--- src/rtl/pmem_loader_if.sv ---
// pmem_loader_if: byte-stream input and program-memory write port of the loader
interface pmem_loader_if;
  logic start;
  logic [7:0] in_data;
  logic in_valid;
  logic in_ready;
  logic load_en;
  logic [7:0] load_addr;
  logic [11:0] load_instr;
  logic load_done;
  logic busy;
  logic err;
  modport master (
    output start, in_data, in_valid,
    input in_ready, load_en, load_addr, load_instr, load_done, busy, err
  );
  modport slave (
    input start, in_data, in_valid,
    output in_ready, load_en, load_addr, load_instr, load_done, busy, err
  );
endinterface

--- src/rtl/pmem_loader.sv ---
// pmem_loader: assembles byte pairs into 12-bit words and writes DEPTH of them to program memory; PMEM_LOADER_CHECKSUM_EN adds a trailing checksum byte
module pmem_loader #(
  parameter int DEPTH = 10
) (
  input logic clk,
  input logic rst,
  pmem_loader_if.slave bus
);
  typedef enum logic [2:0] {
    IDLE, HI, LO, WRITE, DONE
`ifdef PMEM_LOADER_CHECKSUM_EN
    , CSUM, ERR
`endif
  } state_t;
  state_t st, nxt;
  logic [7:0] addr, lo;
  logic [3:0] hi;
  logic rdy, xfer, last;
`ifdef PMEM_LOADER_CHECKSUM_EN
  logic [7:0] sum;
`endif
  // state register; reset abandons any partial load immediately
  always_ff @(posedge clk or posedge rst) begin
    if (rst) st <= IDLE;
    else st <= nxt;
  end
  // next state and state-decoded outputs; start is only honoured when not busy
  always_comb begin
    nxt = st;
    rdy = st == HI || st == LO
`ifdef PMEM_LOADER_CHECKSUM_EN
      || st == CSUM
`endif
      ;
    xfer = rdy && bus.in_valid;
    last = addr == 8'(DEPTH - 1);
    bus.in_ready = rdy;
    bus.busy = rdy || st == WRITE;
    bus.load_en = st == WRITE;
    bus.load_done = st == DONE;
    bus.load_addr = addr;
    bus.load_instr = {hi, lo};
`ifdef PMEM_LOADER_CHECKSUM_EN
    bus.err = st == ERR;
`else
    bus.err = 1'b0;
`endif
    case (st)
      HI: nxt = xfer ? LO : HI;
      LO: nxt = xfer ? WRITE : LO;
`ifdef PMEM_LOADER_CHECKSUM_EN
      WRITE: nxt = last ? CSUM : HI;
      CSUM: if (xfer) nxt = bus.in_data == sum ? DONE : ERR;
`else
      WRITE: nxt = last ? DONE : HI;
`endif
      default: if (bus.start) nxt = HI;
    endcase
  end
  // word assembly, address counter and running byte sum
  always_ff @(posedge clk or posedge rst) begin
    if (rst) begin
      addr <= '0;
      hi <= '0;
      lo <= '0;
`ifdef PMEM_LOADER_CHECKSUM_EN
      sum <= '0;
`endif
    end else begin
      if (bus.start && !bus.busy) addr <= '0;
      if (xfer && st == HI) hi <= bus.in_data[3:0];
      if (xfer && st == LO) lo <= bus.in_data;
      if (st == WRITE && !last) addr <= addr + 8'd1;
`ifdef PMEM_LOADER_CHECKSUM_EN
      if (bus.start && !bus.busy) sum <= '0;
      else if (xfer && (st == HI || st == LO)) sum <= sum + bus.in_data;
`endif
    end
  end
endmodule
--- src/flat_wrapper.sv ---
// flat-port wrapper written by rule: the top's interface ports become plain ports
module pmem_loader_flat 
#(
  parameter int DEPTH = 10
)
  (clk, rst, bus_start, bus_in_data, bus_in_valid, bus_in_ready, bus_load_en, bus_load_addr, bus_load_instr, bus_load_done, bus_busy, bus_err);
  pmem_loader_if bus_i ();
  input logic clk;
  input logic rst;
  input wire logic [$bits(bus_i.start)-1:0] bus_start;
  input wire logic [$bits(bus_i.in_data)-1:0] bus_in_data;
  input wire logic [$bits(bus_i.in_valid)-1:0] bus_in_valid;
  output wire logic [$bits(bus_i.in_ready)-1:0] bus_in_ready;
  output wire logic [$bits(bus_i.load_en)-1:0] bus_load_en;
  output wire logic [$bits(bus_i.load_addr)-1:0] bus_load_addr;
  output wire logic [$bits(bus_i.load_instr)-1:0] bus_load_instr;
  output wire logic [$bits(bus_i.load_done)-1:0] bus_load_done;
  output wire logic [$bits(bus_i.busy)-1:0] bus_busy;
  output wire logic [$bits(bus_i.err)-1:0] bus_err;
  assign bus_i.start = bus_start;
  assign bus_i.in_data = bus_in_data;
  assign bus_i.in_valid = bus_in_valid;
  assign bus_in_ready = bus_i.in_ready;
  assign bus_load_en = bus_i.load_en;
  assign bus_load_addr = bus_i.load_addr;
  assign bus_load_instr = bus_i.load_instr;
  assign bus_load_done = bus_i.load_done;
  assign bus_busy = bus_i.busy;
  assign bus_err = bus_i.err;
  pmem_loader #(.DEPTH(DEPTH)) u_core (.clk(clk), .rst(rst), .bus(bus_i));
endmodule
--- config.mk ---
export PLATFORM = sky130hd
export DESIGN_NAME = pmem_loader_flat
export DESIGN_NICKNAME = d
export VERILOG_FILES = /design/src/rtl/pmem_loader_if.sv /design/src/rtl/pmem_loader.sv /design/src/flat_wrapper.sv
export SDC_FILE = /design/constraint.sdc
export NUM_CORES = 1
export LEC_CHECK = 0
export CORE_ASPECT_RATIO = 0.9
export CORE_MARGIN = 10
export CORE_UTILIZATION = 25
export DETAILED_ROUTE_END_ITERATION = 6
export GPL_TIMING_DRIVEN = 0
export PLACE_DENSITY = 0.54
export SYNTH_ARGS = -nofsm -noshare
export SYNTH_HDL_FRONTEND = slang
export SYNTH_SLANG_ARGS = --single-unit
--- constraint.sdc ---
create_clock -name clk -period 3.1 [get_ports clk]
set_input_delay 0.465 -clock clk [delete_from_list [all_inputs] [get_ports clk]]
set_output_delay 0.465 -clock clk [all_outputs]
set_load 0.05 [all_outputs]
Yosys cells after proc, flatten, opt, wreduce, memory -nomap -nowiden

Cells that the tools add are included.

Bits in latches: 0
RAM bits: 0
Flip-flop bits (word level): 23
Memories kept: 0
Output and inout port bits: 25
ROM bits: 0
Word-level logic and storage cells: 28

Magnitude comparators: 0
Divide/modulo/power cells: 0
Multipliers: 0
Mux-type cells: 7
Bitwise logic cells: 0
Eq/ne operators: 5
Shifts and indexed selects: 0
Add/subtract/negate cells: 1
Reduce and logical (&&, ||, !) cells: 11

Operators by type and width:

| kind                  | number |
|---|---|
| $mux W8               | 2 |
| $pmux W3 S3           | 1 |
| $add A8 B1 Y8 const B | 1 |
| $eq A8 B4 Y1 const B  | 1 |
| $eq A3 B2 Y1 const B  | 2 |
| $mux W3               | 2 |
| $logic_and A1 B1 Y1   | 5 |
| $reduce_bool A4 Y1    | 1 |
| $eq A3 B1 Y1 const B  | 1 |
| $eq A3 B3 Y1 const B  | 1 |
| $logic_not A1 Y1      | 2 |
| $logic_or A1 B1 Y1    | 2 |
| $mux W2               | 1 |
| $reduce_bool A2 Y1    | 1 |
| $mux W1               | 1 |

Longest topological paths before layout

Gate-level depths: netlist of run 1.

Depth in word-level cells: 7
Mapped depth: 7
Depth with buffers taken out: 6

Worst setup path after synthesis of run 1

Ideal clock, no wire load.

Kind: flip-flop to output port
From: register u_core.st[0]
To: output port bus_in_ready
Stages on the path, launching flop included: 4
Slack: 1.364 ns
Arrival: 1.271 ns
Cell sequence: dfrtp_1 buf_2 xnor2_1 nor2_1

Word-level cells in the longest chain between the ends: 2
Elaborated cells on any way between the ends: 3
Those cells by class: eq/ne: 2; reduce/logical: 1

RTL lines:

| item                                         | line               | RTL |
|---|---|---|
| start: declaration                           | pmem_loader.sv:15  | `state_t st, nxt;` |
| start signal: assignment                     | pmem_loader.sv:25  | `else st <= nxt;` |
| $eq A3 B1 Y1 or $eq A3 B2 Y1 (tied branches) | pmem_loader.sv:30  | `rdy = st == HI \|\| st == LO` |
| $logic_or A1 B1 Y1 (*)                       | pmem_loader.sv:30  |  |
| end: declaration                             | flat_wrapper.sv:13 | `output wire logic [$bits(bus_i.in_ready)-1:0] bus_in_ready;` |

Mark *: on every way between the ends. The rest lies on a longest branch, timed or not.

Final worst setup path of run 1

From: register u_core.st[0]
To: output port bus_load_done

Word-level cells in the longest chain between the ends: 1

RTL lines:

| item             | line               | RTL |
|---|---|---|
| $eq A3 B3 Y1     | pmem_loader.sv:40  | `bus.load_done = st == DONE;` |
| end: declaration | flat_wrapper.sv:17 | `output wire logic [$bits(bus_i.load_done)-1:0] bus_load_done;` |

No other way between the ends.

==> out/metrics.cfg, run 1 <==
[clocking]
clockBufferDepth=2
numClockSinks=23
cts_made_buffers=3
cts-root-buf=clkbuf_8
cts_tree=done
h-tree-depth=1
cts_resized=0
ctsHoldBuffers=0
clk_pin_slew_ns=0.08
worstSkewPairLatency_ns=0.26
post_cts_buffers=0

[grt]
grt_pass1_vias=888
grt_usage_pct=7.09
grt_pass1_wl_mm=4.51
grt_overflow=0
grt_max_degree=24
antenna_found_initial=0

[pwr]
p_clk_share_pct=9.8
peakVddDrop_mv=0.313
switchingPower_uw=913
pwr-share-comb_pct=62.9
power.internal_uw=972
power_density_nw_per_um2=1140
leakagePower_uw=0.000736
switching_share_pct=48.4
p_seq_share_pct=27.3

[cells_and_area]
final_cell_mix=clkdlybuf4s50_1, dfrtp_1, nand3_1
final_common_cell=clkdlybuf4s50_1
syn_to_final_growth_pct=39.8
n_fill_cell=457
n_antenna_cell=0
drive_gt1_share_pct=20.6
final_nets=151

[routing]
drt_iter0_drc=40
wl_met2_mm=1.32
route.vias.total=838
drt-total-wl_mm=2.82
topRoutingLayerUsed=met4
firstDrtPassIters=3
via_per_inst=4.23
detail_route.drc_violations=0
wl_met3_um=162
wl_per_cell_um=14.2
m1WireLength_mm=1.30
ant_nets=0

[timing]
max_slew_margin_pct=40.6
setup_ws_ns=0.658
finalHoldViolCount=0
tns_ns=0
worstMarginPinSlew_ns=0.890
rsz0062_at_grt=false
fin_skew_ns=0.00231
hold-worst-slack_ns=0.510
slew_viol_final=0
fmax_mhz=409
post-route-period-util_pct=78.8
fin_crit_ns=2.44
finalSetupViolations=0

[synth]
synth_top_family_by_area=simple AND/OR/NAND/NOR gates
synth.mux.area_fraction_pct=16.4
synthSimpleGateAreaFrac_pct=17.8
synth_area_sq_um=1190
synth_fa_ha_area_share_pct=2.11
yosys_most_used_dff=dfrtp_1
synthArstFlopShare_pct=100
syn-num-nets=111
synth_seq_cells=23
netlist-cell-type-count=32
synth_edf_count=0
synthCells=97
ys_seq_area_share_pct=48.5
yosys_warnings=0
synth-xor-area-share_pct=2.95
synth_compound_area_share_pct=5.80
syn_avg_cell_area_sq_um=12.2

[place]
dp_hpwl_mm=2.11
port_buffers=35
gp_congestion=0.712
dp_slack_ns=0.944

[worst_setup_path]
startpoint_type=flip-flop
end_kind=output port
crit_required_ns=2.63
cp_max_fo=8
cp.arrival_ns=1.98
path_class=flip-flop to output port

[flow_run]
drv_cap=0

[outcome]
status=complete, no violations

[die]
die_area_sq_um=7910
io_pins=37
fp.dieW_um=92.6
die_height_um=85.4
core-area_sq_um=4520
initial_core_util_pct=26.3
fp-row-count=23

[worst_hold_path]
hp-class=flip-flop to flip-flop

## final timing paths
| kind | startpoint | end | slack [ns] | depth (start not counted) |
|---|---|---|---|---|
| min in group asynchronous | rst | u_core.bus.load_addr[5]$_DFFE_PP0P_ | 0.69 | 2 |
| min | u_core.lo[6]$_DFFE_PP0P_ | u_core.lo[6]$_DFFE_PP0P_ | 0.51 | 1 |
| min reg2reg | u_core.lo[6]$_DFFE_PP0P_ | u_core.lo[6]$_DFFE_PP0P_ | 0.51 | 1 |
| max in group asynchronous | rst | u_core.st[1]$_DFFE_PP0P_ | 1.86 | 2 |
| max | u_core.st[0]$_DFFE_PP0P_ | bus_load_done | 0.66 | 4 |
| max reg2reg | u_core.bus.load_addr[0]$_DFFE_PP0P_ | u_core.bus.load_addr[2]$_DFFE_PP0P_ | 1.64 | 6 |
## metal layers
layer,vias to the layer above,global-route usage (%)
li1,411,-
met5,-,0
met2,18,11.1
met4,0,3.78
met3,2,1.94
met1,407,8.66
## cell families (layout without fill, tap and decap cells)
| kind of cell | count (synthesis) | count (layout) |
|---|---|---|
| muxes | 15 | 15 |
| other | 1 | 1 |
| adders and majority gates | 2 | 2 |
| and+or+nand+nor | 31 | 31 |
| DFF | 23 | 23 |
| xor gates and xnor gates | 4 | 4 |
| AOI/OAI and AO/OA | 11 | 11 |
| buffers and inverters | 10 | 49 |
## stage by stage
step | std cells | area (sq um) | total power (uW) | util [%]
5_1_grt | 198 | 1660 | 1990 | 36.7
3_3_place_gp | 194 | 1620 | 1700 | 35.8
3_5_place_dp | 194 | 1620 | 1720 | 35.8
4_1_cts | 198 | 1660 | 1920 | 36.7
2_1_floorplan | 97 | 1190 | 1350 | -
6_report | 198 | 1660 | 1880 | 36.7
## cells in the mapped netlist, types with 2 or more instances
master / n / area [sq um]
and2_1: 2 / 12.5
buf_6: 4 / 45.0
dfrtp_1: 23 / 576
ha_1: 2 / 25.0
inv_1: 4 / 15.0
mux2_2: 4 / 45.0
mux2_4: 8 / 120
mux2i_1: 3 / 30.0
nand2_1: 4 / 15.0
nand3_1: 10 / 50.1
nor2_1: 5 / 18.8
o21ai_0: 6 / 30.0
xor2_1: 3 / 26.3
## cell type report
class | instances | area [sq um] | share of cell area, %
buffer | 6 | 57.6 | 3.47
sequential | 23 | 576 | 34.7
tap | 62 | 77.6 | 4.67
timing repair buffer | 35 | 350 | 21.1
multi-input combinational | 64 | 539 | 32.5
clock buffer | 4 | 45.0 | 2.71
inverter | 4 | 15.0 | 0.904
## flip-flops by register name, indices dropped and copies added (netlist names)
name                  cells
u_core.st                 3
u_core.bus.load_addr      8
u_core.lo                 8
u_core.hi                 4
## power groups by stage
stage                     Sequential [uW]  Clock (uW)  Combinational, uW
after floorplan                       887           0                459
after global placement                513           0               1190
after detailed placement              522           0               1200
after CTS                             518         196               1200
after global routing                  536         209               1250
final                                 515         184               1190
## critical path, cell delays in order, from the launching register on
cell and delay [ns]:
dfrtp_1 0.36, buf_2 0.17, nor2_1 0.22, and2_1 0.16, clkdlybuf4s50_1 0.80
Power figures use the tool's default switching activity.
==> run 2: changes to the inputs <==
PLACE_DENSITY = 0.56   (was 0.54)
clock period = 2.15 ns   (was 3.1 ns; I/O delays follow)
==> run 2 against run 1 <==
Compared with the run above: cell area down 0.23%; core utilization decreased by 0.083 points; critical path type unchanged; die area unchanged; highest routed layer unchanged; largest cell class unchanged.
==> out/metrics.cfg, run 2 (synthesis results as in run 1) <==
[clocking]
cts_tree=done
clk_pin_slew_ns=0.08  ; about the same
worstSkewPairLatency_ns=0.26  ; about the same
cts_made_buffers=3  ; unchanged
numClockSinks=23  ; unchanged
h-tree-depth=1  ; unchanged
clockBufferDepth=2  ; unchanged
cts-root-buf=clkbuf_8

[cells_and_area]
syn_to_final_growth_pct=39.5
final_nets=151  ; unchanged
multiInputGateArea_sq_um=539  ; unchanged
ff_latch_area_sq_um=576  ; unchanged
drive_gt1_share_pct=21.3  ; +0.74 points
final_common_cell=clkdlybuf4s50_1
final_cell_mix=clkdlybuf4s50_1, dfrtp_1, nand3_1
n_antenna_cell=0  ; unchanged
n_fill_cell=474  ; +3.7%

[worst_hold_path]
worstHoldEndpoint=u_core.lo[4]$_DFFE_PP0P_
hp-start=u_core.lo[4]$_DFFE_PP0P_
hp-class=flip-flop to flip-flop
worstHoldPathCells=1  ; unchanged

[routing]
ant_nets=0  ; unchanged
drt_iter0_drc=19  ; -53%
detail_route.drc_violations=0  ; unchanged
firstDrtPassIters=4  ; +1
drt-total-wl_mm=2.72  ; -3.7%
wl_per_cell_um=13.7  ; -3.7%
via_per_inst=4.17  ; -1.6%
route.vias.total=825  ; -1.6%

[timing]
worstMarginPinSlew_ns=0.876  ; -0.0143 ns
fin_crit_ns=2.01
fmax_mhz=497
slew_viol_final=0  ; unchanged
post-route-period-util_pct=93.6
tns_ns=0  ; unchanged
rsz0062_at_grt=false
max_slew_margin_pct=41.5  ; +0.95 points
finalHoldViolCount=0  ; unchanged
finalSetupViolations=0  ; unchanged
setup_ws_ns=0.137  ; -0.520 ns
fin_skew_ns=0.00373  ; +0.00142 ns

[place]
dp_slack_ns=0.137  ; -0.806 ns
gp_congestion=0.772  ; +8.4%
dp_hpwl_mm=2.14  ; +1.2%
port_buffers=35  ; unchanged

[grt]
grt_use_met1_pct=7.63  ; -1.0 points
grt.busiest_layer=met2
use_met2_pct=12.4  ; +1.3 points
met3_usage_pct=2.20  ; +0.26 points
grt_usage_pct=7.16  ; +0.068 points
grt_pass1_vias=834  ; -6.1%
antenna_found_initial=0  ; unchanged
grt_overflow=0  ; unchanged
grt_pass1_wl_mm=4.44  ; -1.7%
grt_max_degree=24  ; unchanged

[die]
io_pins=37  ; unchanged
die_height_um=85.4  ; unchanged
initial_core_util_pct=26.3  ; unchanged
fp-row-count=23  ; unchanged
die_area_sq_um=7910  ; unchanged
fp.dieW_um=92.6  ; unchanged
core-area_sq_um=4520  ; unchanged

[worst_setup_path]
cp.arrival_ns=1.69  ; -0.29 ns
end_kind=output port
r2r_slack_ns=0.69  ; -0.95 ns
cp_max_fo=8  ; unchanged
timing.rr.start=u_core.bus.load_addr[1]$_DFFE_PP0P_
r2r-end=u_core.bus.load_addr[2]$_DFFE_PP0P_
startpoint_type=flip-flop
path_class=flip-flop to output port
crit_required_ns=1.83  ; -0.80 ns
worstRegToRegCells=7  ; +1

[pwr]
peakVddDrop_mv=0.669  ; +110%
leakagePower_uw=0.000749  ; +1.7%
power_density_nw_per_um2=1630  ; +43%

[flow_run]
drv_cap=0  ; unchanged

[outcome]
status=complete, no violations

-- run 2: layout make-up --
type                            instances  share of cell area (%)
Timing Repair Buffer                   35                    20.8
Clock buffer                            3                    2.49
Sequential cell                        23                    34.7
Tap cell                               62                    4.68
Buffer                                  6                    3.47
Clock inverter                          1                   0.302
Multi-Input combinational cell         64                    32.6
Inverter                                4                   0.906
-- run 2: worst max-delay path by stage --
stage,start,endpoint
2_1_floorplan,u_core.bus.load_addr[1]$_DFFE_PP0P_,u_core.bus.load_addr[2]$_DFFE_PP0P_
3_3_place_gp,u_core.st[0]$_DFFE_PP0P_,bus_load_done
3_5_place_dp,u_core.st[0]$_DFFE_PP0P_,bus_load_done
4_1_cts,u_core.st[0]$_DFFE_PP0P_,bus_load_done
5_1_grt,u_core.st[0]$_DFFE_PP0P_,bus_load_done
6_report,u_core.st[0]$_DFFE_PP0P_,bus_load_done
-- run 2: repair_timing --
action,CTS,global route
hold buffers,0,0
buffers inserted,0,0
endpoints found under the hold margin,0,0
gates resized for setup,4,0
endpoints found under the setup margin,4,0
-- run 2: power breakdown --
part | internal [uW] | total [uW] | switching, uW
Clock | 129 | 268 | 139
Combinational | 637 | 1680 | 1040
Sequential | 608 | 744 | 136
Total | 1370 | 2690 | 1320
-- run 2: stage by stage --
stage,hold slack (ns),total power (uW),cells,util [%],cell area [sq um]
floorplan,0.324,1940,97,-,1190
global placement,0.492,2460,194,35.8,1620
detailed placement,0.496,2480,194,35.8,1620
CTS,0.520,2740,198,36.7,1660
global route,0.532,2850,198,36.7,1660
finish,0.518,2690,198,36.7,1660
-- run 2: worst max-delay path, stage by stage (launching register included) --
cell	delay [ns]
dfrtp_1	0.36
buf_2	0.17
nor2_1	0.21
and2_1	0.15
dlygate4sd2_1	0.53
-- run 2: layer usage --
layer,routed length [um],part of all wire [%]
met5,0,0
met4,52,1.9
met3,101,3.7
met2,1390,51
met1,1170,43
==> run 3: changes to the inputs <==
CORE_UTILIZATION = 30   (was 25)
PLACE_DENSITY = 0.64   (was 0.56)
==> run 3 against run 2 <==
Compared with the run above: fmax shrank 0.29%; clock power down 3%; via count grew 0.36%; sequential power about the same; worst hold slack worse by 0.0025 ns; highest routed layer unchanged; register-to-register slack about the same; first-iteration DRC count increased by 110%; critical path type unchanged; clock skew hardly changed; wire length shrank 2.5%; non-clock buffer count stayed put; combinational power hardly changed; final cell count is 8.1% lower.
==> out/metrics.cfg, run 3 (synthesis results as in run 1) <==
[worst_setup_path]
crit_required_ns=1.83  ; about the same
cp_slowest_cell=dlygate4sd2_1
crit_family=buffers and inverters
r2r_slack_ns=0.69  ; about the same
cp_max_fo=8  ; unchanged
cp.arrival_ns=1.70  ; about the same
path_buf_inv=2  ; unchanged
worstRegToRegCells=6  ; -1
path_cells=buf_2, nor2_1, and2_1, dlygate4sd2_1
startpoint_type=flip-flop
setup.worst_path.start=u_core.st[0]$_DFFE_PP0P_
path_class=flip-flop to output port
cp_slowest_stage_delay_ns=0.53  ; about the same
timing.rr.start=u_core.bus.load_addr[0]$_DFFE_PP0P_
end_kind=output port
r2r-end=u_core.bus.load_addr[2]$_DFFE_PP0P_

[worst_hold_path]
worstHoldPathCells=1  ; unchanged
worstHoldEndpoint=u_core.hi[2]$_DFFE_PP0P_
hp-start=u_core.hi[2]$_DFFE_PP0P_
hp-class=flip-flop to flip-flop

[timing]
finalHoldViolCount=0  ; unchanged
post-route-period-util_pct=93.9  ; +0.28 points
setup_ws_ns=0.131  ; -0.00593 ns
tns_ns=0  ; unchanged
worstMarginPinSlew_ns=0.858  ; -0.0183 ns
finalSetupViolations=0  ; unchanged
rsz0062_at_grt=false
slew_viol_final=0  ; unchanged
hold-worst-slack_ns=0.515  ; -0.00247 ns
fin_skew_ns=0.00357  ; -0.000157 ns
fin_crit_ns=2.02  ; +0.00593 ns
max_slew_margin_pct=42.8  ; +1.2 points
fmax_mhz=495  ; -0.29%

[cells_and_area]
syn_to_final_growth_pct=37.8
final_common_cell=clkdlybuf4s50_1
final_nets=151  ; unchanged
final_util_pct=43.6  ; +6.9 points
drive_gt1_share_pct=21.3  ; unchanged
final_cell_mix=clkdlybuf4s50_1, dfrtp_1, nand3_1
n_fill_cell=363  ; -23%
ff_latch_area_sq_um=576  ; unchanged
multiInputGateArea_sq_um=539  ; unchanged
n_antenna_cell=0  ; unchanged

[grt]
met3_usage_pct=1.84  ; -0.36 points
grt_use_met1_pct=9.38  ; +1.7 points
antenna_found_initial=0  ; unchanged
grt_pass1_vias=827  ; -0.84%
grt_usage_pct=7.56  ; +0.40 points
grt_overflow=0  ; unchanged
grt_pass1_wl_mm=4.24  ; -4.4%
grt.busiest_layer=met2
use_met2_pct=12.3  ; -0.10 points
grt_max_degree=24  ; unchanged

[outcome]
status=complete, no violations

[clocking]
cts_tree=done
cts_made_buffers=3  ; unchanged
numClockSinks=23  ; unchanged
h-tree-depth=1  ; unchanged
cts-root-buf=clkbuf_8
ctsHoldBuffers=0  ; unchanged
clockBufferDepth=2  ; unchanged
worstSkewPairLatency_ns=0.25  ; about the same
clk_pin_slew_ns=0.08  ; about the same

[routing]
drt_iter0_drc=39  ; +20
via_per_inst=4.55  ; +9.2%
wl_per_cell_um=14.6  ; +6.1%
firstDrtPassIters=4  ; unchanged
route.vias.total=828  ; +0.36%
detail_route.drc_violations=0  ; unchanged
ant_nets=0  ; unchanged
drt-total-wl_mm=2.65  ; -2.5%

[die]
core-area_sq_um=3760  ; -17%
fp.dieW_um=86.3  ; -6.8%
fp-row-count=21  ; -8.7%
die_height_um=79.7  ; -6.7%
io_pins=37  ; unchanged
initial_core_util_pct=31.6  ; +5.3 points
die_area_sq_um=6880  ; -13%

[pwr]
power_density_nw_per_um2=1640  ; +0.90%
p_total_uw=2680  ; -0.32%
leakagePower_uw=0.000749  ; unchanged
peakVddDrop_mv=0.603  ; -9.9%

[place]
dp_slack_ns=0.136  ; -0.00138 ns
gp_congestion=0.752  ; -2.5%
port_buffers=35  ; unchanged
dp_hpwl_mm=2.08  ; -2.7%

[flow_run]
drv_cap=0  ; unchanged

==> run 3: cell counts in the layout (fill, tap and decap cells not counted) <==
Identical to the previous run, type by type.
==> run 3: report_power, final <==
part	internal [uW]	total, uW	switching (uW)
clock network	129	260	131
registers	608	742	134
logic	636	1680	1050
==> run 3: routing by layer <==
metal  vias up  part of all wire (%)  routed length, um
li1        406                     -                  -
met1       406                    44               1160
met2        14                    51               1340
met3         2                   4.3                115
met4         0                   1.5                 39
met5         -                     0                  0
==> run 3: worst max path at each step <==
stage	end	slack, ns	cells after the start
final	bus_load_done	0.13	4
after global routing	bus_load_done	0.06	4
after CTS	bus_load_done	0.12	4
after detailed placement	bus_load_done	0.14	4
after global placement	bus_load_done	0.14	4
after floorplan	u_core.bus.load_addr[2]$_DFFE_PP0P_	0.44	7
==> run 3: worst register-to-register path: stages (launching register included) <==
cell and delay, ns:
dfrtp_1 0.45, ha_1 0.23, nor4b_2 0.16, a21o_1 0.17, buf_6 0.13, nand3_1 0.07, o311ai_0 0.12
==> run 3: final cells by class <==
| cell class | instances | area share, % |
|---|---|---|
| buffer | 6 | 3.52 |
| clock buffer | 3 | 2.52 |
| clock inverter | 1 | 0.306 |
| inverter | 4 | 0.917 |
| multi-input combinational | 64 | 33.0 |
| sequential | 23 | 35.2 |
| tap | 46 | 3.52 |
| timing repair buffer | 35 | 21.1 |
==> run 3: what timing repair did <==
action,4_1_cts,5_1_grt
setup buffers,0,0
resized for setup,4,0
endpoints found under the setup margin,4,0
==> run 3: through the flow <==
stage / cell area (sq um) / instances
after floorplan: 1190 / 97
after global placement: 1600 / 178
after detailed placement: 1600 / 178
after CTS: 1640 / 182
after global routing: 1640 / 182
final: 1640 / 182
